<file path="config.mk">
export PLATFORM = sky130hd
export DESIGN_NAME = serial_subtractor
export DESIGN_NICKNAME = d
export VERILOG_FILES = /design/src/rtl/serial_subtractor_pkg.sv /design/src/rtl/half_subtractor.sv /design/src/rtl/serial_subtractor.sv
export SDC_FILE = /design/constraint.sdc
export NUM_CORES = 1
export LEC_CHECK = 0
export BUFFER_PORTS_ARGS = -buffer_cell sky130_fd_sc_hd__clkbuf_2
export CAP_MARGIN = 15
export CORE_MARGIN = 3
export CORE_UTILIZATION = 43
export CTS_BUF_LIST = sky130_fd_sc_hd__clkbuf_4 sky130_fd_sc_hd__clkbuf_8
export DETAILED_ROUTE_END_ITERATION = 8
export SLEW_MARGIN = 15
export SYNTH_ARGS = -nofsm -noshare
export SYNTH_HDL_FRONTEND = slang
export SYNTH_SLANG_ARGS = --single-unit
</file>
<file path="constraint.sdc">
create_clock -name clk -period 1.6 [get_ports clk]
set_input_delay 0.08 -clock clk [delete_from_list [all_inputs] [get_ports clk]]
set_output_delay 0.08 -clock clk [all_outputs]
set_load 0.02 [all_outputs]
</file>
<file path="src/rtl/serial_subtractor_pkg.sv">
// Shared constants for the bit-serial subtractor: FSM encoding and default width.
package serial_subtractor_pkg;

  localparam int DEF_WIDTH = 8;

  typedef enum logic [1:0] {
    IDLE  = 2'd0,
    SHIFT = 2'd1,
    DONE  = 2'd2
  } state_t;

endpackage

</file>
<file path="src/rtl/half_subtractor.sv">
// One-bit half subtractor; two of these plus an OR make the full-subtract cell.
module half_subtractor (
  input  logic a,
  input  logic b,
  output logic diff,
  output logic borrow
);

  assign diff   = a ^ b;
  assign borrow = ~a & b;

endmodule

</file>
<file path="src/rtl/serial_subtractor.sv">
// Bit-serial a-b: one bit per clock, LSB first, result shifted in from the MSB end.
module serial_subtractor
  import serial_subtractor_pkg::*;
#(
  parameter int WIDTH = DEF_WIDTH
) (
  input  logic             clk,
  input  logic             rst_n,
  input  logic             start,
  input  logic [WIDTH-1:0] a,
  input  logic [WIDTH-1:0] b,
  output logic [WIDTH-1:0] diff,
  output logic             borrow,
  output logic             busy,
  output logic             done
);

  localparam int CW = $clog2(WIDTH + 1);

  state_t           state, state_nxt;
  logic [WIDTH-1:0] a_q, b_q, diff_q, diff_sh;
  logic             bin_q;
  logic [CW-1:0]    cnt_q;
  logic             last;
  logic             d1, br1, d, br2, bout;

  // Full-subtract cell: (a0 - b0) first, then subtract the incoming borrow.
  half_subtractor u_hs0 (.a(a_q[0]), .b(b_q[0]), .diff(d1), .borrow(br1));
  half_subtractor u_hs1 (.a(d1),     .b(bin_q),  .diff(d),  .borrow(br2));
  assign bout = br1 | br2;

  // Counter reaches WIDTH-1 on the edge before the final bit is processed.
  assign last = (cnt_q == CW'(WIDTH - 1));

  // Result register shifts right with the new bit entering at the MSB;
  // written as shift-then-overwrite so WIDTH=1 needs no special case.
  always_comb begin
    diff_sh            = diff_q >> 1;
    diff_sh[WIDTH-1]   = d;
  end

  // State register.
  always_ff @(posedge clk or negedge rst_n) begin
    if (!rst_n) state <= IDLE;
    else        state <= state_nxt;
  end

  // Next-state: start only matters in IDLE, so it is never queued.
  always_comb begin
    state_nxt = state;
    unique case (state)
      IDLE:    if (start) state_nxt = SHIFT;
      SHIFT:   if (last)  state_nxt = DONE;
      DONE:    state_nxt = IDLE;
      default: state_nxt = IDLE;
    endcase
  end

  // Datapath: load on accepted start, one bit per edge in SHIFT, hold otherwise.
  always_ff @(posedge clk or negedge rst_n) begin
    if (!rst_n) begin
      a_q    <= '0;
      b_q    <= '0;
      diff_q <= '0;
      bin_q  <= 1'b0;
      cnt_q  <= '0;
    end else begin
      unique case (state)
        IDLE: if (start) begin
          a_q   <= a;
          b_q   <= b;
          bin_q <= 1'b0;
          cnt_q <= '0;
        end
        SHIFT: begin
          diff_q <= diff_sh;
          bin_q  <= bout;
          a_q    <= a_q >> 1;
          b_q    <= b_q >> 1;
          cnt_q  <= cnt_q + CW'(1);
        end
        default: ;
      endcase
    end
  end

  assign diff   = diff_q;
  assign borrow = bin_q;
  assign busy   = (state != IDLE);
  assign done   = (state == DONE);

endmodule

</file>
==> results of run 1 <==
-- metrics by stage --
stage / instance area [sq um] / setup WS (ns)
4_1_cts: 1730 / 0.00945
3_3_place_gp: 1640 / 0.300
3_5_place_dp: 1640 / 0.248
5_1_grt: 1750 / 0.00996
6_report: 1750 / 0.0995
2_1_floorplan: 1480 / 0.453
-- cell usage in the layout (no fill, tap or decap) --
| cell | count |
|---|---|
| inv_1 | 1 |
| nand2b_1 | 1 |
| nor2b_1 | 11 |
| and2b_1 | 4 |
| a22o_1 | 3 |
| dfrtp_2 | 2 |
| a21oi_1 | 16 |
| nor3_1 | 1 |
| nand3_1 | 1 |
| o21ai_0 | 7 |
| a2bb2oi_1 | 1 |
| clkbuf_8 | 2 |
| mux2_2 | 1 |
| dfrtp_1 | 29 |
| clkbuf_2 | 29 |
| o21bai_1 | 1 |
| clkbuf_4 | 6 |
| buf_4 | 4 |
| and2b_4 | 2 |
| buf_2 | 1 |
| dlygate4sd3_1 | 3 |
| and2_1 | 1 |
| fa_1 | 1 |
| o21ai_1 | 11 |
| ha_1 | 1 |
| o31ai_1 | 1 |
| and3b_1 | 1 |
| nand2_1 | 27 |
| nor2_1 | 2 |
| a22oi_1 | 14 |
| or2_2 | 1 |
-- logic make-up after synthesis --
family                     Yosys count  synth area share
buffers and inverters               10            0.0497
and+or+nand+nor                     52             0.179
adders and majority gates            2            0.0219
muxes                                1           0.00759
AOI/OAI and AO/OA                   54             0.219
DFF                                 31             0.523
-- tightest hold or removal path, stage by stage --
cell	delay, ns
clkbuf_2	0.07
a21oi_1	0.05
o21ai_1	0.11
-- sequential cells by signal, summed over array words and instances, names as in the netlist --
signal,count
a_q,8
b_q,8
borrow,1
cnt_q,4
diff,8
state,2
-- worst max-delay path by stage --
| stage | end | slack, ns | depth (start not counted) |
|---|---|---|---|
| 3_5_place_dp | cnt_q[3]$_DFFE_PN0P_ | 0.25 | 3 |
| 2_1_floorplan | borrow$_DFFE_PN0P_ | 0.45 | 2 |
| 4_1_cts | busy | 0.009 | 3 |
| 3_3_place_gp | cnt_q[3]$_DFFE_PN0P_ | 0.30 | 2 |
| 5_1_grt | busy | 0.01 | 3 |
| 6_report | busy | 0.1 | 3 |
-- power by group through the flow --
stage / Sequential (mW) / Combinational (mW) / Clock, mW
2_1_floorplan: 1.46 / 0.979 / 0
3_3_place_gp: 1.42 / 1.32 / 0
3_5_place_dp: 1.43 / 1.33 / 0
4_1_cts: 1.41 / 1.35 / 0.556
5_1_grt: 1.42 / 1.57 / 0.619
6_report: 1.37 / 1.39 / 0.540
-- timing repair --
| item | 4_1_cts | 5_1_grt |
|---|---|---|
| setup buffers | 0 | 2 |
| endpoints found under the setup margin | 1 | 1 |
| resized for setup | 2 | 0 |
| hold buffers | 2 | 1 |
| hold endpoints to repair | 32 | 1 |
-- final cells by class --
type	instances	share of cell area
inverters	1	0.00214
repair buffers	37	0.120
multi-input cells	109	0.362
well taps	44	0.0314
flip-flops and latches	31	0.444
clock buffers	8	0.0414
-- layer usage --
| metal | part of all wire | wire length (um) | up-vias | GRT usage |
|---|---|---|---|---|
| met5 | 0 | 0 | - | 0 |
| met4 | 0.012 | 36 | 0 | 0.0475 |
| met3 | 0.066 | 201 | 4 | 0.0711 |
| met2 | 0.46 | 1420 | 35 | 0.257 |
| met1 | 0.46 | 1400 | 562 | 0.215 |
| li1 | - | - | 596 | - |
==> results.ini, run 1 <==
[outcome]
status = finished, final reports clean

[timing]
rsz0062_at_grt = no
final-hold-violation-count = 0
worst_pin_slew_ns = 0.773
period_needed_ns = 1.50
fin_crit_sh = 0.938
skew_ns = 0.0129
setup_tns_ns = 0
drv_slew = 0
finalSetupViolCount = 0
whs_ns = 0.0127
slew_headroom = 0.485
fmax_ghz = 0.666

[synth]
yosysSeqAreaShare = 0.523
synth_nets = 171
yosysTopAreaCell = dfrtp_1
async_reset_ff_frac = 1.00
synth_edf_count = 0
synth_cell_types = 28
yosys_warnings = 0
synthTopCellsByCount = dfrtp_1 (31), nand2_1 (27), a21oi_1 (16), a22oi_1 (14)
synth_most_common_cell = dfrtp_1
syn_inst = 150
syn_area_per_cell_sq_um = 9.89
synth.top_cell.area_share = 0.523
synthesis.area_sq_mm = 0.00148
synth_flop_cell = dfrtp_1
ys_ff_latch = 31
synthTopCellsByArea = dfrtp_1 (52%), a22oi_1 (7.1%), nand2_1 (6.8%), a21oi_1 (5.4%), nor2b_1 (4.6%)

[detailed_routing]
drt.antenna.violating_nets = 0
vias = 1197
drtIter0Drc = 64
post-route-drc-count = 0
drt_wl_total_um = 3060
vias_per_cell = 5.20
first_pass_iters = 4
wire_per_inst_um = 13.3

[clock_network]
cts_made_buffers = 5
cts_buffer_depth = 2
insertion_delay_ns = 0.34
htreeDepth = 2
cts_sinks = 31
path_clk_slew_ns = 0.10
cts_tree = done
clockRootBuffer = clkbuf_4

[floorplan]
initial_utilization = 0.467
core_area_sq_mm = 0.00318
fp.dieH_um = 64.7
num_rows = 20
die_area_sq_mm = 0.00419
die_w_um = 64.7
pin_count = 30

[final_layout]
diodes = 0
multi_input_area_sq_um = 634
layout-drive-gt1-share = 0.258
fin_util = 0.552
nets = 206
seq_area_sq_um = 778
area_delta_synth_final_pct = 18.2
final_cells = 230
nFillCells = 303

[setup_path]
cp_top_family = flip-flops
r2r_setup_slack_ns = 0.35
crit_buf_inv = 2
cp_cell_sequence = buf_4 > or2_2 > clkbuf_2
cp-startpoint = state[1]$_DFFE_PN0P_
cpPeakStageDelay_ns = 0.47
worstPathRequired_ns = 1.52
cpMaxStageDelayCell = dfrtp_2
cp-start-kind = flop
worstReg2RegEnd = a_q[2]$_DFFE_PN0P_
r2r_start = state[0]$_DFFE_PN0P_
worstPathArrival_ns = 1.42
endpoint_kind = primary output
critical_path_class = flop to primary output
cp_max_fo = 11
rr_worst_depth = 4

[place]
dp_hpwl_um = 2030
dp.cells = 217
io_buffers = 29
gp_congestion = 0.746

[pwr]
p_clk_frac = 0.164
seqPwrFrac = 0.416
p_sw_mw = 1.33
p_sw_frac = 0.402
ir_worst_vdd_uv = 689
p_leak_nw = 0.847
p_comb_frac = 0.420
p_total_mw = 3.30
p_int_mw = 1.97
powerDensity_mw_per_mm2 = 1880

[worst_hold_path]
holdPathStages = 3
hp-class = primary input to flop
holdPathEnd = b_q[4]$_DFFE_PN0P_
hold_path_startpoint = b[4]

[global_route]
grt_max_degree = 32
first_global_vias = 1141
antenna_found_initial = 0
grt_pass1_wl_um = 5320
grt-ovfl-total = 0
grt_usage = 0.167

[flow_run]
drv_cap = 0

No activity file was read; power rests on OpenSTA's default activity.
==> run 2, diff against run 1 <==
- PLACE_DENSITY: unset -> 0.61
- RECOVER_POWER: unset -> 100
==> results.ini, run 2 (same netlist as run 1, synthesis figures left out) <==
[global_route]
grt_pass1_wl_um = 5190  ; was 5320 um
grt_usage = 0.163  ; was 0.167
grt_max_degree = 32  ; unchanged
grt-ovfl-total = 0  ; unchanged
antenna_found_initial = 0  ; unchanged
first_global_vias = 1091  ; was 1141

[floorplan]
pin_count = 30  ; unchanged
core_area_sq_mm = 0.00318  ; unchanged
num_rows = 20  ; unchanged
die_area_sq_mm = 0.00419  ; unchanged
fp.dieH_um = 64.7  ; unchanged
die_w_um = 64.7  ; unchanged
initial_utilization = 0.467  ; unchanged

[final_layout]
postLayoutCellArea_sq_mm = 0.00177  ; was 0.00175 sq mm
mostFrequentLayoutCell = dfrtp_1
seq_area_sq_um = 778  ; unchanged
layout-drive-gt1-share = 0.212  ; was 0.258
mostFrequentLayoutCells = dfrtp_1 (29), nand2_1 (27), clkbuf_2 (20)  ; was dfrtp_1 (29), clkbuf_2 (29), nand2_1 (27)
diodes = 0  ; unchanged
nFillCells = 299  ; was 303
multi_input_area_sq_um = 633  ; was 634 sq um
final_cells = 233  ; was 230
nets = 209  ; was 206
area_delta_synth_final_pct = 19.1  ; was 18.2%
fin_util = 0.556  ; was 0.552

[detailed_routing]
wire_per_inst_um = 13.1  ; was 13.3 um
post-route-drc-count = 0  ; unchanged
vias = 1184  ; was 1197
drt.antenna.violating_nets = 0  ; unchanged
drt_wl_total_um = 3060  ; about the same
drtIter0Drc = 89  ; was 64
first_pass_iters = 4  ; unchanged
vias_per_cell = 5.08  ; was 5.20

[setup_path]
critical_path_class = flop to primary output  ; unchanged
cp-startpoint = state[1]$_DFFE_PN0P_  ; unchanged
rr_worst_depth = 4  ; unchanged
r2r_setup_slack_ns = 0.22  ; was 0.35 ns
cp-start-kind = flop  ; unchanged
worstPathRequired_ns = 1.52  ; about the same
r2r_start = state[1]$_DFFE_PN0P_  ; was state[0]$_DFFE_PN0P_
cp_max_fo = 9  ; was 11
crit_end = busy  ; unchanged
worstReg2RegEnd = a_q[4]$_DFFE_PN0P_  ; was a_q[2]$_DFFE_PN0P_
worstPathArrival_ns = 1.38  ; was 1.42 ns
endpoint_kind = primary output  ; unchanged

[timing]
drv_slew = 0  ; unchanged
fin_crit_sh = 0.914  ; was 0.938
rsz0062_at_grt = no  ; unchanged
worst_pin_slew_ns = 0.779  ; was 0.773 ns
slew_headroom = 0.481  ; was 0.485
final-hold-violation-count = 0  ; unchanged
skew_ns = 0.00931  ; was 0.0129 ns
fmax_ghz = 0.684  ; was 0.666 GHz
setup_tns_ns = 0  ; unchanged
whs_ns = 0.0314  ; was 0.0127 ns
period_needed_ns = 1.46  ; was 1.50 ns
finalSetupViolCount = 0  ; unchanged
layout_setup_ws_ns = 0.138  ; was 0.0995 ns

[outcome]
status = finished, final reports clean  ; unchanged

[worst_hold_path]
hp-class = primary input to flop  ; unchanged
holdPathStages = 3  ; unchanged

[place]
dp_hpwl_um = 1990  ; was 2030 um
pre_cts_ws_ns = 0.223  ; was 0.248 ns
io_buffers = 29  ; unchanged
gp_congestion = 0.747  ; was 0.746
dp.cells = 216  ; was 217
placed_area_sq_mm = 0.00163  ; was 0.00164 sq mm

[clock_network]
insertion_delay_ns = 0.33  ; was 0.34 ns
path_clk_slew_ns = 0.10  ; about the same
cts_made_buffers = 5  ; unchanged
cts_buffer_depth = 2  ; unchanged
clockRootBuffer = clkbuf_4  ; unchanged
htreeDepth = 2  ; unchanged
cts_sinks = 31  ; unchanged
cts_tree = done  ; unchanged

[pwr]
p_leak_nw = 0.829  ; was 0.847 nW
p_total_mw = 3.38  ; was 3.30 mW
powerDensity_mw_per_mm2 = 1910  ; was 1880 mW/mm^2
ir_worst_vdd_uv = 761  ; was 689 uV

[flow_run]
drv_cap = 0  ; unchanged

## run 2: changes by cell type in the layout (fill, tap and decap cells not counted), sizes merged
cell / change
clkbuf: +2
bufinv: +1
clkinv: +1
dlygate4sd3: -1
## run 2: worst min path at each step
stage	slack [ns]	start	end
2_1_floorplan	-0.22	rst_n	a_q[0]$_DFFE_PN0P_
3_3_place_gp	0.19	rst_n	diff[2]$_DFFE_PN0N_
3_5_place_dp	0.19	rst_n	diff[3]$_DFFE_PN0N_
4_1_cts	0.004	b[6]	b_q[6]$_DFFE_PN0P_
5_1_grt	0.01	b[7]	b_q[7]$_DFFE_PN0P_
6_report	0.03	b[6]	b_q[6]$_DFFE_PN0P_
## run 2: cell type report
| class | count | area share |
|---|---|---|
| Clock buffer | 6 | 0.0290 |
| Clock inverter | 2 | 0.0198 |
| Inverter | 1 | 0.00212 |
| Multi-Input combinational cell | 109 | 0.358 |
| Sequential cell | 31 | 0.441 |
| Tap cell | 44 | 0.0312 |
| Timing Repair Buffer | 40 | 0.119 |
## run 2: repair_timing
action                                  4_1_cts  5_1_grt
endpoints found under the hold margin        31        1
hold buffers                                  1        1
resized for setup                             2        0
cloned                                        0        0
endpoints found under the setup margin        1        1
buffers inserted                              0        7
## run 2: where the power goes
group	switching (mW)	total, mW	internal [mW]
clock network	0.268	0.637	0.369
logic	0.817	1.37	0.555
registers	0.253	1.37	1.12
total	1.34	3.38	2.04
## run 2: layer usage
metal	GRT usage	routed length, um	share of wire	up-vias
met5	0	0	0	-
met4	0.0554	19	0.0062	0
met3	0.0693	132	0.043	2
met2	0.226	1360	0.44	25
met1	0.228	1550	0.51	561
li1	-	-	-	596
## run 2: critical path: stages (launching register included)
cell	delay [ns]
dfrtp_2	0.46
buf_4	0.18
or2_2	0.27
clkbuf_2	0.15
